File: config.mk
export PLATFORM = sky130hd
export DESIGN_NAME = pn_preamble_tx
export DESIGN_NICKNAME = d
export VERILOG_FILES = /design/src/rtl/pn_tx_pkg.sv /design/src/rtl/pn_lfsr_core.sv /design/src/rtl/pn_preamble_tx.sv
export SDC_FILE = /design/constraint.sdc
export NUM_CORES = 1
export LEC_CHECK = 0
export ABC_AREA = 0
export CAP_MARGIN = 20
export CORE_MARGIN = 10
export CORE_UTILIZATION = 35
export DETAILED_ROUTE_END_ITERATION = 12
export DONT_BUFFER_PORTS = 1
export GPL_ROUTABILITY_DRIVEN = 0
export HOLD_SLACK_MARGIN = 0.15
export SLEW_MARGIN = 0
export SYNTH_ARGS = -nofsm -noshare
export SYNTH_HDL_FRONTEND = slang
export SYNTH_SLANG_ARGS = --single-unit
File: constraint.sdc
create_clock -name ap_clk -period 4.8 [get_ports ap_clk]
set_input_delay 0.72 -clock ap_clk [delete_from_list [all_inputs] [get_ports ap_clk]]
set_output_delay 0.72 -clock ap_clk [all_outputs]
set_load 0.02 [all_outputs]
File: src/rtl/pn_tx_pkg.sv
// ----------------------------------------------------------------------------
// pn_tx_pkg
// Shared definitions for the PN preamble transmitter and its LFSR core:
//   - state_t           : transmitter FSM states (IDLE / PREAMBLE / PAYLOAD)
//   - SC16_W            : width of one SC16 sample (I in [31:16], Q in [15:0])
//   - ORDER_MAX_DEFAULT : default maximum LFSR order
//   - bpsk_map()        : maps an LFSR output bit and magnitude to an SC16 word
// No ports (package).
// ----------------------------------------------------------------------------
package pn_tx_pkg;

    typedef enum logic [1:0] {
        IDLE     = 2'd0,
        PREAMBLE = 2'd1,
        PAYLOAD  = 2'd2
    } state_t;

    localparam int SC16_W            = 32;
    localparam int ORDER_MAX_DEFAULT = 10;

    // A one bit maps to +magnitude on I, a zero bit to -magnitude (two's
    // complement); Q is always zero.
    function automatic logic [SC16_W-1:0] bpsk_map(input logic        i_bit,
                                                   input logic [14:0] i_mag);
        logic [15:0] w_pos;
        logic [15:0] w_neg;
        w_pos = {1'b0, i_mag};
        w_neg = 16'd0 - w_pos;
        return i_bit ? {w_pos, 16'h0000} : {w_neg, 16'h0000};
    endfunction

endpackage

File: src/rtl/pn_lfsr_core.sv
// ----------------------------------------------------------------------------
// pn_lfsr_core
// Masked Fibonacci LFSR of runtime-selectable order (2..ORDER_MAX).
// Ports:
//   clk, rst_n  : clock, asynchronous active-low reset
//   i_load      : capture seed (masked to the order), poly and order
//   i_advance   : step the register once
//   i_seed      : initial state (bits above the order are ignored)
//   i_poly      : feedback tap mask
//   i_order     : LFSR order
//   o_bit       : current output bit (state bit 0)
// Load and advance may be asserted together: the register then steps from the
// freshly masked seed, and o_bit already shows the seed's bit 0 in that cycle.
// ----------------------------------------------------------------------------
module pn_lfsr_core
    import pn_tx_pkg::*;
#(
    parameter int ORDER_MAX = ORDER_MAX_DEFAULT
) (
    input  logic                 clk,
    input  logic                 rst_n,
    input  logic                 i_load,
    input  logic                 i_advance,
    input  logic [ORDER_MAX-1:0] i_seed,
    input  logic [ORDER_MAX-1:0] i_poly,
    input  logic [3:0]           i_order,
    output logic                 o_bit
);

    // (1 << order) - 1, built bitwise so it stays ORDER_MAX wide.
    function automatic logic [ORDER_MAX-1:0] order_mask(input logic [3:0] order);
        logic [ORDER_MAX-1:0] m;
        for (int i = 0; i < ORDER_MAX; i++) begin
            m[i] = (i < int'(order));
        end
        return m;
    endfunction

    // One-hot at position order-1, where the feedback bit is inserted.
    function automatic logic [ORDER_MAX-1:0] order_top(input logic [3:0] order);
        logic [ORDER_MAX-1:0] t;
        for (int i = 0; i < ORDER_MAX; i++) begin
            t[i] = (i == int'(order) - 1);
        end
        return t;
    endfunction

    logic [ORDER_MAX-1:0] r_state;
    logic [ORDER_MAX-1:0] r_poly;
    logic [ORDER_MAX-1:0] r_mask;
    logic [ORDER_MAX-1:0] r_top;

    logic [ORDER_MAX-1:0] w_load_mask;
    logic [ORDER_MAX-1:0] w_cur_state;
    logic [ORDER_MAX-1:0] w_cur_poly;
    logic [ORDER_MAX-1:0] w_cur_mask;
    logic [ORDER_MAX-1:0] w_cur_top;
    logic [ORDER_MAX-1:0] w_next_state;
    logic                 w_fb;

    // During a load the incoming configuration bypasses the registers so the
    // first bit and first step are available in the load cycle itself.
    assign w_load_mask  = order_mask(i_order);
    assign w_cur_state  = i_load ? (i_seed & w_load_mask) : r_state;
    assign w_cur_poly   = i_load ? i_poly                 : r_poly;
    assign w_cur_mask   = i_load ? w_load_mask            : r_mask;
    assign w_cur_top    = i_load ? order_top(i_order)     : r_top;

    assign w_fb         = ^(w_cur_state & w_cur_poly & w_cur_mask);
    assign w_next_state = (w_cur_state >> 1) | (w_fb ? w_cur_top : '0);
    assign o_bit        = w_cur_state[0];

    always_ff @(posedge clk or negedge rst_n) begin
        if (!rst_n) begin
            r_state <= '0;
            r_poly  <= '0;
            r_mask  <= '0;
            r_top   <= '0;
        end else begin
            if (i_load) begin
                r_poly <= i_poly;
                r_mask <= w_load_mask;
                r_top  <= order_top(i_order);
            end
            if (i_load || i_advance) begin
                r_state <= i_advance ? w_next_state : w_cur_state;
            end
        end
    end

endmodule

File: src/rtl/pn_preamble_tx.sv
// ----------------------------------------------------------------------------
// pn_preamble_tx
// On a start pulse, emits a BPSK-mapped PN preamble (SC16) followed by one
// payload packet forwarded from the input stream, as a single AXIS packet.
// Ports:
//   ap_clk, ap_rst_n          : clock, asynchronous active-low reset
//   i_data_T*                 : payload input stream (SC16, with TLAST)
//   o_data_T*                 : output stream, one register stage
//   start_V                   : single-cycle start pulse
//   poly_V, seed_V, order_V   : LFSR taps, seed and order (latched at start)
//   pnseq_len_V               : preamble length in samples
//   amp_V                     : BPSK magnitude in bits [14:0]
//   busy                      : high whenever not IDLE
//   cfg_err                   : sticky, set by a start with an invalid order
// ----------------------------------------------------------------------------
module pn_preamble_tx
    import pn_tx_pkg::*;
#(
    parameter int ORDER_MAX    = ORDER_MAX_DEFAULT,
    parameter int LEN_W        = 10,
    parameter bit INSERT_TLAST = 1'b0
) (
    input  logic                 ap_clk,
    input  logic                 ap_rst_n,
    input  logic [SC16_W-1:0]    i_data_TDATA,
    input  logic                 i_data_TVALID,
    output logic                 i_data_TREADY,
    input  logic                 i_data_TLAST,
    output logic [SC16_W-1:0]    o_data_TDATA,
    output logic                 o_data_TVALID,
    input  logic                 o_data_TREADY,
    output logic                 o_data_TLAST,
    input  logic                 start_V,
    input  logic [ORDER_MAX-1:0] poly_V,
    input  logic [ORDER_MAX-1:0] seed_V,
    input  logic [3:0]           order_V,
    input  logic [LEN_W-1:0]     pnseq_len_V,
    input  logic [15:0]          amp_V,
    output logic                 busy,
    output logic                 cfg_err
);

    state_t            r_state;
    state_t            w_next_state;
    logic [LEN_W-1:0]  r_len_cnt;
    logic [LEN_W-1:0]  w_len_cnt_next;
    logic              w_len_cnt_we;
    logic [14:0]       r_amp;
    logic [14:0]       w_amp_mag;
    logic [SC16_W-1:0] r_tdata;
    logic              r_tvalid;
    logic              r_tlast;
    logic              r_cfg_err;

    logic              w_out_ready;
    logic              w_order_ok;
    logic              w_start_accept;
    logic              w_lfsr_load;
    logic              w_lfsr_adv;
    logic              w_lfsr_bit;
    logic              w_pre_beat;
    logic              w_pre_last;
    logic              w_pay_beat;
    logic              w_cfg_err_set;
    logic              w_unused_amp_msb;

    assign w_unused_amp_msb = amp_V[15];

    assign w_out_ready = !r_tvalid || o_data_TREADY;
    assign w_order_ok  = (order_V >= 4'd2) && (int'(order_V) <= ORDER_MAX);

    // The first preamble beat is built from the live amp input in the start
    // cycle; later beats use the latched copy.
    assign w_amp_mag   = (r_state == IDLE) ? amp_V[14:0] : r_amp;

    pn_lfsr_core #(
        .ORDER_MAX (ORDER_MAX)
    ) u_lfsr (
        .clk       (ap_clk),
        .rst_n     (ap_rst_n),
        .i_load    (w_lfsr_load),
        .i_advance (w_lfsr_adv),
        .i_seed    (seed_V),
        .i_poly    (poly_V),
        .i_order   (order_V),
        .o_bit     (w_lfsr_bit)
    );

    // State register.
    always_ff @(posedge ap_clk or negedge ap_rst_n) begin
        if (!ap_rst_n) begin
            r_state <= IDLE;
        end else begin
            r_state <= w_next_state;
        end
    end

    // Next-state and beat selection. A start accepted with a free output
    // register emits the first preamble beat immediately, so the output is
    // valid the cycle after the start and the count resumes from len-1.
    // The state leaves PREAMBLE/PAYLOAD in the cycle the last beat loads.
    always_comb begin
        w_next_state   = r_state;
        w_start_accept = 1'b0;
        w_lfsr_load    = 1'b0;
        w_lfsr_adv     = 1'b0;
        w_pre_beat     = 1'b0;
        w_pre_last     = 1'b0;
        w_pay_beat     = 1'b0;
        w_cfg_err_set  = 1'b0;
        w_len_cnt_we   = 1'b0;
        w_len_cnt_next = r_len_cnt;

        unique case (r_state)
            IDLE: begin
                if (start_V) begin
                    if (!w_order_ok) begin
                        w_cfg_err_set = 1'b1;
                    end else begin
                        w_start_accept = 1'b1;
                        w_lfsr_load    = 1'b1;
                        if (pnseq_len_V == '0) begin
                            w_next_state = INSERT_TLAST ? IDLE : PAYLOAD;
                        end else if (w_out_ready) begin
                            w_pre_beat     = 1'b1;
                            w_lfsr_adv     = 1'b1;
                            w_len_cnt_we   = 1'b1;
                            w_len_cnt_next = pnseq_len_V - LEN_W'(1);
                            if (pnseq_len_V == LEN_W'(1)) begin
                                w_pre_last   = 1'b1;
                                w_next_state = INSERT_TLAST ? IDLE : PAYLOAD;
                            end else begin
                                w_next_state = PREAMBLE;
                            end
                        end else begin
                            w_len_cnt_we   = 1'b1;
                            w_len_cnt_next = pnseq_len_V;
                            w_next_state   = PREAMBLE;
                        end
                    end
                end
            end
            PREAMBLE: begin
                if (w_out_ready) begin
                    w_pre_beat     = 1'b1;
                    w_lfsr_adv     = 1'b1;
                    w_len_cnt_we   = 1'b1;
                    w_len_cnt_next = r_len_cnt - LEN_W'(1);
                    if (r_len_cnt == LEN_W'(1)) begin
                        w_pre_last   = 1'b1;
                        w_next_state = INSERT_TLAST ? IDLE : PAYLOAD;
                    end
                end
            end
            PAYLOAD: begin
                w_pay_beat = i_data_TVALID && w_out_ready;
                if (w_pay_beat && i_data_TLAST) begin
                    w_next_state = IDLE;
                end
            end
            default: begin
                w_next_state = IDLE;
            end
        endcase
    end

    // Length counter, amplitude latch, sticky error and the output register.
    // TDATA/TLAST only change when a new beat loads, so they hold during stalls.
    always_ff @(posedge ap_clk or negedge ap_rst_n) begin
        if (!ap_rst_n) begin
            r_len_cnt <= '0;
            r_amp     <= '0;
            r_cfg_err <= 1'b0;
            r_tdata   <= '0;
            r_tvalid  <= 1'b0;
            r_tlast   <= 1'b0;
        end else begin
            if (w_len_cnt_we) begin
                r_len_cnt <= w_len_cnt_next;
            end
            if (w_start_accept) begin
                r_amp <= amp_V[14:0];
            end
            if (w_cfg_err_set) begin
                r_cfg_err <= 1'b1;
            end
            if (w_pre_beat) begin
                r_tdata  <= bpsk_map(w_lfsr_bit, w_amp_mag);
                r_tvalid <= 1'b1;
                r_tlast  <= INSERT_TLAST && w_pre_last;
            end else if (w_pay_beat) begin
                r_tdata  <= i_data_TDATA;
                r_tvalid <= 1'b1;
                r_tlast  <= i_data_TLAST;
            end else if (o_data_TREADY) begin
                r_tvalid <= 1'b0;
            end
        end
    end

    assign i_data_TREADY = (r_state == PAYLOAD) && w_out_ready;
    assign o_data_TDATA  = r_tdata;
    assign o_data_TVALID = r_tvalid;
    assign o_data_TLAST  = r_tlast;
    assign busy          = (r_state != IDLE);
    assign cfg_err       = r_cfg_err;

endmodule

# Word-level counts from Yosys, hierarchy flattened

Cells that the tools add are included.

Output and inout port bits: 37
Register bits: 102
Word-level logic and storage cells: 113
Bits of input ports: 88

Multiplexer cells: 46
Reduce and logical (&&, ||, !) cells: 17
Add/subtract/negate cells: 4
Eq/ne operators: 19
Bitwise operators: 4
Magnitude comparators: 12

Operators with widths:

| operator                                                              | number |
|---|---|
| 4-bit by 32-bit == test with 1-bit output (first input constant)      | 4 |
| 10-bit 2-to-1 mux                                                     | 11 |
| 32-bit 2-to-1 mux                                                     | 3 |
| 3-bit by 32-bit == test with 1-bit output (first input constant)      | 2 |
| 5-bit by 32-bit == test with 1-bit output (first input constant)      | 2 |
| 2-bit by 32-bit == test with 1-bit output (first input constant)      | 1 |
| 32-bit zero test                                                      | 1 |
| 10-bit bitwise AND                                                    | 3 |
| 10-bit by 1-bit == test with 1-bit output (second input constant)     | 2 |
| 10-bit one-hot mux with 2 select lines                                | 1 |
| 10-bit by 1-bit subtractor with 10-bit output (second input constant) | 2 |
| 1-bit 2-to-1 mux                                                      | 19 |
| 3-bit by 4-bit < comparator with 1-bit output (first input constant)  | 4 |
| 2-bit 2-to-1 mux                                                      | 8 |
| 1-bit by 15-bit subtractor with 16-bit output (first input constant)  | 1 |
| 15-bit 2-to-1 mux                                                     | 1 |
| 2-bit inequality test (second input constant)                         | 6 |
| 10-bit zero test                                                      | 1 |
| 9-bit by 10-bit OR with 10-bit output                                 | 1 |
| 10-bit XOR reduction                                                  | 1 |
| 1-bit by 4-bit < comparator with 1-bit output (first input constant)  | 2 |
| 2-bit by 4-bit < comparator with 1-bit output (first input constant)  | 2 |
| 4-bit < comparator (first input constant)                             | 2 |
| 2-bit one-hot mux with 3 select lines                                 | 1 |
| other kinds (14)                                                      | 21 |

# Longest topological paths before layout

Gate-level depths: netlist of run 1.

Depth after elaboration: 12
Depth in mapped cells: 12
Mapped depth without buffers: 10

# Modules after synthesis

From an unflattened synthesis of run 1, not the netlist that was laid out.

Cell total of the unflattened synthesis: 664
Area total of the unflattened synthesis: 6,139.6 µm²

Modules (own cells, without submodules):

| module         | cells each | times used | area an instance (µm²) | sequential area each (µm²) |
|---|---|---|---|---|
| pn_preamble_tx | 426        | 1          | 3,792.4                | 1,551.5 |
| pn_lfsr_core   | 238        | 1          | 2,347.3                | 1,001.0 |

# Worst setup path before layout of run 1

Ideal clock, no wire load.

Path type: register to register
From: register r_state[0]
To: register r_tdata[28] (netlist: o_data_TDATA[28])
Path buffers: 3
Path slack: 2.022 ns
Arrival: 2.696 ns
Setup time: 0.082 ns
Required time: 4.718 ns
Stages on the path, launching flop included: 13
Clock period less this slack: 2.778 ns
Cell sequence: dfrtp_1 -> buf_2 -> nor2_1 -> buf_2 -> buf_1 -> mux2i_1 -> ha_1 -> nor4b_1 -> o21a_1 -> a31oi_1 -> xnor2_1 -> nor2_1 -> a31oi_1

Cells in the longest elaborated chain, start to end: 5
Elaborated cells on any way between the ends: 12
Classes of those cells: 1 x add/sub; 2 x eq/ne; 7 x mux; 2 x reduce/logical

Ends and longest elaborated chain:

| element                                                                                   | line                                        | source |
|---|---|---|
| start, declared                                                                           | pn_preamble_tx.sv:43                        | `state_t r_state;` |
| start signal, assigned                                                                    | pn_preamble_tx.sv:94                        | `r_state <= w_next_state;` |
| 2-bit zero test                                                                           | pn_preamble_tx.sv:74, pn_preamble_tx.sv:114 |  |
| 15-bit 2-to-1 mux / 1-bit 2-to-1 mux (equally long branches)                              | pn_preamble_tx.sv:74, pn_preamble_tx.sv:114 |  |
| 1-bit by 15-bit subtractor with 16-bit output / 10-bit 2-to-1 mux (equally long branches) | pn_tx_pkg.sv:28, pn_lfsr_core.sv:64         |  |
| 32-bit 2-to-1 mux                                                                         | pn_tx_pkg.sv:29                             | `return i_bit ? {w_pos, 16'h0000} : {w_neg, 16'h0000};` |
| 32-bit 2-to-1 mux                                                                         | pn_preamble_tx.sv:187                       | `if (w_pre_beat) begin` |
| end signal, assigned                                                                      | pn_preamble_tx.sv:188                       | `r_tdata <= bpsk_map(w_lfsr_bit, w_amp_mag);` |
| end signal, assigned                                                                      | pn_preamble_tx.sv:192                       | `r_tdata <= i_data_TDATA;` |
| end, declared                                                                             | pn_preamble_tx.sv:50                        | `logic [SC16_W-1:0] r_tdata;` |

Several ways; a longest one is shown, not always the timed one.
A chain may end at the register's enable or synchronous reset.

# Final worst setup path of run 1

From: register r_state[0]
To: register u_lfsr.r_state[7]

Cells in the longest elaborated chain, start to end: 9
Elaborated cells on any way between the ends: 15
Classes of those cells: 1 x eq/ne; 8 x mux; 3 x bitwise; 3 x reduce/logical

Ends and longest elaborated chain:

| element                               | line                  | source |
|---|---|---|
| 2-bit zero test                       | pn_preamble_tx.sv:114 | `unique case (r_state)` |
| 1-bit 2-to-1 mux                      | pn_preamble_tx.sv:114 |  |
| 10-bit 2-to-1 mux (on tied branches)  | --                    |  |
| 10-bit bitwise AND (2 in series)      | pn_lfsr_core.sv:69    | `assign w_fb = ^(w_cur_state & w_cur_poly & w_cur_mask);` |
| 10-bit XOR reduction                  | pn_lfsr_core.sv:69    |  |
| 10-bit 2-to-1 mux                     | pn_lfsr_core.sv:70    | `assign w_next_state = (w_cur_state >> 1) \| (w_fb ? w_cur_top : '0);` |
| 9-bit by 10-bit OR with 10-bit output | pn_lfsr_core.sv:70    |  |
| 10-bit 2-to-1 mux                     | pn_lfsr_core.sv:86    | `r_state <= i_advance ? w_next_state : w_cur_state;` |
| end signal, assigned                  | pn_lfsr_core.sv:86    |  |
| end, declared                         | pn_lfsr_core.sv:48    | `logic [ORDER_MAX-1:0] r_state;` |

Several ways; a longest one is shown, not always the timed one.

==> out/metrics.yaml, run 1 <==
grt_max_degree: 103
drtAntennaViolNets: 0
ys_seq_elements: 102
drt_iter0_drc: 339
cts_tree: "done"
final_cell_mix: "191 x nand2_1, 102 x dfrtp_1, 59 x a21oi_1"
area_growth_syn_to_layout_pct: 8.33
wl_mm: 17.3
fin_crit_sh_pct: 71.9
htreeDepth: 3
required_ns: 5.01
synthCells: 731
async_flop_share_pct: 100
worst_pin_slew_ns: 0.958
ys.flop_type: "dfrtp_1"
rsz0062_at_grt: "false"
synth_edf_count: 0
row_count: 47
regToRegEndpoint: "u_lfsr.r_state[7]$_DFFE_PN0P_"
slew_headroom_pct: 35.8
start_util_pct: 35.8
die-area_sq_um: 22700
synth_fp_nets: 824
fp.dieW_um: 151
clk_pin_slew_ns: 0.08
min_period_ns: 3.45
hp-class: "input port to async pin"
nFillCells: 1696
slew_violations: 0
via_per_inst: 5.50
clk_path_buf_depth: 2
cp_max_fo: 30
coreArea_sq_um: 16600
rr_worst_depth: 9
slowest_delay_ns: 0.63
cts_resized: 0
ys_types: 60
peakVddDrop_v: 0.000238
io_buffers: 0
clk_latency_ns: 0.36
cts_buffers: 9
drt_first_pass_iters: 5
dp_hpwl_mm: 12.3
synth_area_per_cell_sq_um: 8.15
grtUsageTotal_pct: 15.3
crit_path_end_kind: "register"
clock-sinks: 102
critPathSlowestCell: "dfrtp_1"
vias: 5136
antenna_cells: 0
fmax_mhz: 290
drive_above_1_share_pct: 5.47
cp-start-kind: "register"
power_density_nw_per_um2: 639
ios: 125
final_nets: 801
drc_errors: 0
synth_warnings: 0
reg2reg_from: "r_state[0]$_DFFE_PN0P_"
final_common_cell: "nand2_1"
ys_seq_area_share_pct: 42.8
tns_ns: 0
status: "completed"
cts-root-buf: "clkbuf_16"
grt_pass1_vias: 4978
whs_ns: 0.300
critPathArrivalTime_ns: 3.66
finClkSkew_ns: 0.0102
gr-total-overflow: 0
grt_pass1_wl_mm: 27.6
hold_viol: 0
r2r_setup_slack_ns: 1.35
drv_cap: 0
antenna_found_initial: 0
total_power_mw: 4.13
setup_viol: 0
wl_per_cell_um: 18.6
leakagePower_nw: 2.72
die_h_um: 151
crit_type: "register to register"
syn_area_sq_um: 5960
path_cells: "nor3b_2, nand2_1, nor2_2, buf_4, o2bb2ai_2, xnor2_2, xnor2_4, xnor2_1, o21ai_1"
==> cell families after synthesis <==
kind of cell               count (synthesis)  synth area share (%)
and+or+nand+nor                          342                  25.4
buffers and inverters                     53                  3.76
DFF                                      102                  42.8
xor gates and xnor gates                  31                  5.23
AOI/OAI and AO/OA                        176                  18.0
adders and majority gates                  5                  1.05
muxes                                     22                  3.74
==> where the power goes <==
group | leakage [nW] | internal [mW] | switching [mW]
sequential | 1.25 | 1.22 | 0.429
clock | 0.136 | 0.363 | 0.361
combinational | 1.34 | 0.677 | 1.08
total | 2.72 | 2.26 | 1.87
==> worst max path at each step <==
stage,from,end,cells past startpoint
final,r_state[0]$_DFFE_PN0P_,u_lfsr.r_state[7]$_DFFE_PN0P_,9
after global routing,r_state[0]$_DFFE_PN0P_,u_lfsr.r_state[2]$_DFFE_PN0P_,9
after CTS,r_state[0]$_DFFE_PN0P_,u_lfsr.r_state[7]$_DFFE_PN0P_,9
after detailed placement,r_state[0]$_DFFE_PN0P_,u_lfsr.r_state[7]$_DFFE_PN0P_,9
after global placement,r_state[0]$_DFFE_PN0P_,u_lfsr.r_state[7]$_DFFE_PN0P_,9
after floorplan,r_state[0]$_DFFE_PN0P_,o_data_TDATA[28]$_DFFE_PN0P_,12
==> cell usage after synthesis, types with 4 or more instances <==
master	number	area share (%)
o21a_1	5	0.63
ha_1	5	1.0
nand4b_1	5	0.73
nand2b_1	6	0.63
inv_1	8	0.50
nor2b_1	5	0.52
clkbuf_1	28	1.8
xnor2_1	16	2.4
or3_1	4	0.42
o211ai_1	7	0.88
mux2i_1	20	3.4
a31oi_1	18	1.9
nor3_1	18	1.5
o21ai_1	11	0.92
nand2_1	191	12
dfrtp_1	102	43
buf_1	7	0.44
a21oi_1	59	5.0
nand3_1	24	2.0
xor2_1	12	1.8
o21ai_0	35	2.9
nor2_1	59	3.7
nand4_1	5	0.52
nor4_1	11	1.2
buf_2	8	0.67
o31ai_1	5	0.63
==> worst max-delay path, delay by kind of cell (launching register included) <==
kind | cells | cell delay (ns)
and+or+nand+nor | 3 | 1.03
xor gates and xnor gates | 3 | 0.99
AOI/OAI and AO/OA | 2 | 0.28
DFF | 1 | 0.63
buffers and inverters | 1 | 0.36
==> timing repair <==
action	CTS	global route
hold endpoints to repair	102	0
hold buffers	1	0
setup endpoints to repair	0	0
buffers inserted	0	0
==> metrics by stage <==
| stage | cells | cell area [sq um] | setup WS, ns | utilization, % |
|---|---|---|---|---|
| floorplan | 731 | 5960 | 2.02 | - |
| global placement | 915 | 6130 | 1.38 | 36.8 |
| detailed placement | 915 | 6130 | 1.35 | 36.8 |
| CTS | 932 | 6440 | 1.32 | 38.7 |
| global route | 933 | 6460 | 1.07 | 38.8 |
| finish | 933 | 6460 | 1.35 | 38.8 |
==> sequential cells by signal, summed over array words and instances (netlist names) <==
register / cells
r_amp: 15
cfg_err: 1
o_data_TDATA: 32
o_data_TVALID: 1
r_state: 2
o_data_TLAST: 1
u_lfsr.r_top: 10
u_lfsr.r_state: 10
u_lfsr.r_poly: 10
u_lfsr.r_mask: 10
r_len_cnt: 10
==> layer usage <==
layer  vias to the layer above  track usage, %  share of wire (%)
met1                      2413            19.5                 43
met3                        17            7.77                 12
met2                       203            22.6                 43
met5                         -               0                  0
li1                       2503               -                  -
met4                         0            3.21                1.2
==> cell type report <==
class / instances / area [sq um] / area share [%]
Tap cell: 220 / 275 / 4.26
Inverter: 8 / 30.0 / 0.465
Timing Repair Buffer: 11 / 110 / 1.71
Clock inverter: 7 / 63.8 / 0.988
Multi-Input combinational cell: 576 / 3200 / 49.6
Clock buffer: 9 / 225 / 3.49
Sequential cell: 102 / 2550 / 39.5
Note: power is estimated with default switching activity, not from simulation.
==> run 2: changes to the inputs <==
Clock period 4.8 ns to 2.9 ns, I/O delays scaled along.
==> run 2 against run 1 <==
  * Non-clock buffer count rose by 15
  * Combinational power rose by 74%
  * Sequential cell count is the same
  * Cell area is 2.3% higher
  * Core utilization rose by 0.90 points
  * Sequential share of layout area is 0.90 points lower
  * First-iteration DRC count up 22%
  * Clock skew is 0.0013 ns lower
  * Global-route usage increased by 0.099 points
  * Register-to-register slack worse by 1.1 ns
  * Largest power group unchanged
==> out/metrics.yaml, run 2 (synthesis results as in run 1) <==
final_common_cell: "nand2_1"
start_util_pct: 35.8
io_buffers: 0
p_switching_mw: 3.13
setup_viol: 0
fin_area_sq_um: 6610
tns_ns: 0
wl_per_cell_um: 18.2
worst_pin_slew_ns: 0.882
min_period_ns: 2.67
intPower_mw: 3.87
hp-class: "input port to register"
required_ns: 3.19
largest_reg_flops: 32
clk_path_buf_depth: 2
path_cells: "nor2_2, mux2_2, inv_1, ha_1, nor4b_1, o21a_1, a31oi_1, xnor2_1, nor2_1, a31oi_1"
drtAntennaViolNets: 0
nFillCells: 1705
crit_top_cell: "a31oi_1"
clk_latency_ns: 0.37
clk_pin_slew_ns: 0.08
grt_max_degree: 103
ios: 125
critPathArrivalTime_ns: 2.95
slew_violations: 0
power_frac_clock_pct: 17.8
swShare_pct: 44.7
peakVddDrop_v: 0.000442
fmax_mhz: 375
status: "completed"
drt_first_pass_iters: 5
wl_mm: 17.3
die-area_sq_um: 22700
total_power_mw: 7.00
seqPwrFrac_pct: 38.3
antenna_cells: 0
crit_path_end_kind: "register"
fp.dieW_um: 151
vias: 5177
slew_headroom_pct: 41.1
cts-root-buf: "clkbuf_16"
crit_type: "register to register"
critPathSlowestCell: "dfrtp_1"
via_per_inst: 5.46
whs_ns: 0.170
die_h_um: 151
final_nets: 816
fin_crit_sh_pct: 91.9
antenna_found_initial: 0
grt_pass1_vias: 5063
place_area_sq_um: 6260
p_comb_share_pct: 43.9
cp_max_fo: 6
gr-total-overflow: 0
rsz0062_at_grt: "false"
cp-start-kind: "register"
drc_errors: 0
dp_hpwl_mm: 12.6
grt_pass1_wl_mm: 27.9
slowest_delay_ns: 0.42
finClkSkew_ns: 0.00884
power_density_nw_per_um2: 1060
drt_iter0_drc: 415
area_growth_syn_to_layout_pct: 10.9
hold_viol: 0
coreArea_sq_um: 16600
clock-sinks: 102
cts_tree: "done"
drv_cap: 0
htreeDepth: 3
drive_above_1_share_pct: 7.42
cts_buffers: 9
grtUsageTotal_pct: 15.4
leakagePower_nw: 2.82
final_cell_mix: "191 x nand2_1, 102 x dfrtp_1, 59 x a21oi_1"
row_count: 47
[run 2: changes by cell type in the layout (fill, tap and decap cells not counted), sizes merged]
cell and delta:
buf +14, clkinvlp -2, inv +2, dlygate4sd3 +1
[run 2: worst max-delay path: cells and delay by family, from the launching register on]
kind	cells	cell delay, ns
compound gates	3	0.55
xor+xnor	1	0.18
fa+ha+maj	1	0.20
buf+inv	1	0.08
flops	1	0.42
mux	1	0.41
simple gates	3	0.75
[run 2: area by class of cell]
cell class,instances,area [sq um],area share (%)
multi-input combinational,576,3210,48.6
sequential,102,2550,38.6
tap,220,275,4.17
timing repair buffer,26,243,3.67
clock buffer,9,225,3.41
clock inverter,7,73.8,1.12
inverter,8,30.0,0.454
[run 2: path summary, 6_finish.rpt]
kind                       cells after the start                      endpoint                        from  slack, ns
hold / removal                                 2          r_amp[6]$_DFFE_PN0N_                    amp_V[6]       0.17
setup / recovery                              10  o_data_TDATA[30]$_DFFE_PN0P_      r_state[1]$_DFFE_PN0P_       0.23
max in group asynchronous                      2     o_data_TVALID$_DFFE_PN0P_                    ap_rst_n       1.78
min in group asynchronous                      2     u_lfsr.r_top[8]$_DFF_PN0_                    ap_rst_n       0.70
hold reg to reg                                1    u_lfsr.r_mask[0]$_DFF_PN0_  u_lfsr.r_mask[0]$_DFF_PN0_       0.47
setup reg to reg                              10  o_data_TDATA[30]$_DFFE_PN0P_      r_state[1]$_DFFE_PN0P_       0.23
[run 2: timing repair]
| action | 4_1_cts | 5_1_grt |
|---|---|---|
| endpoints found under the setup margin | 0 | 1 |
| endpoints found under the hold margin | 102 | 0 |
| gates resized for setup | 0 | 1 |
| hold buffers | 2 | 0 |
| setup buffers | 0 | 0 |
[run 2: power by group through the flow]
stage                     registers, mW  clock network (mW)  logic, mW
final                              2.68                1.24       3.07
after global routing               2.78                1.34       3.48
after CTS                          2.69                1.28       3.06
after detailed placement           2.70                   0       3.01
after global placement             2.70                   0       2.97
after floorplan                    2.54                   0       2.34
[run 2: stage by stage]
step                      std cells  setup slack [ns]  utilization, %
after floorplan                 731             0.122               -
after global placement          930             0.205            37.6
after detailed placement        930             0.199            37.6
after CTS                       948             0.211            39.7
after global routing            948            0.0682            39.7
final                           948             0.234            39.7
[run 2: per-layer routing]
layer / part of all wire [%] / GRT usage [%]
met3: 11 / 7.41
met2: 44 / 22.8
met1: 44 / 20.0
met5: 0 / 0
met4: 0.76 / 2.67
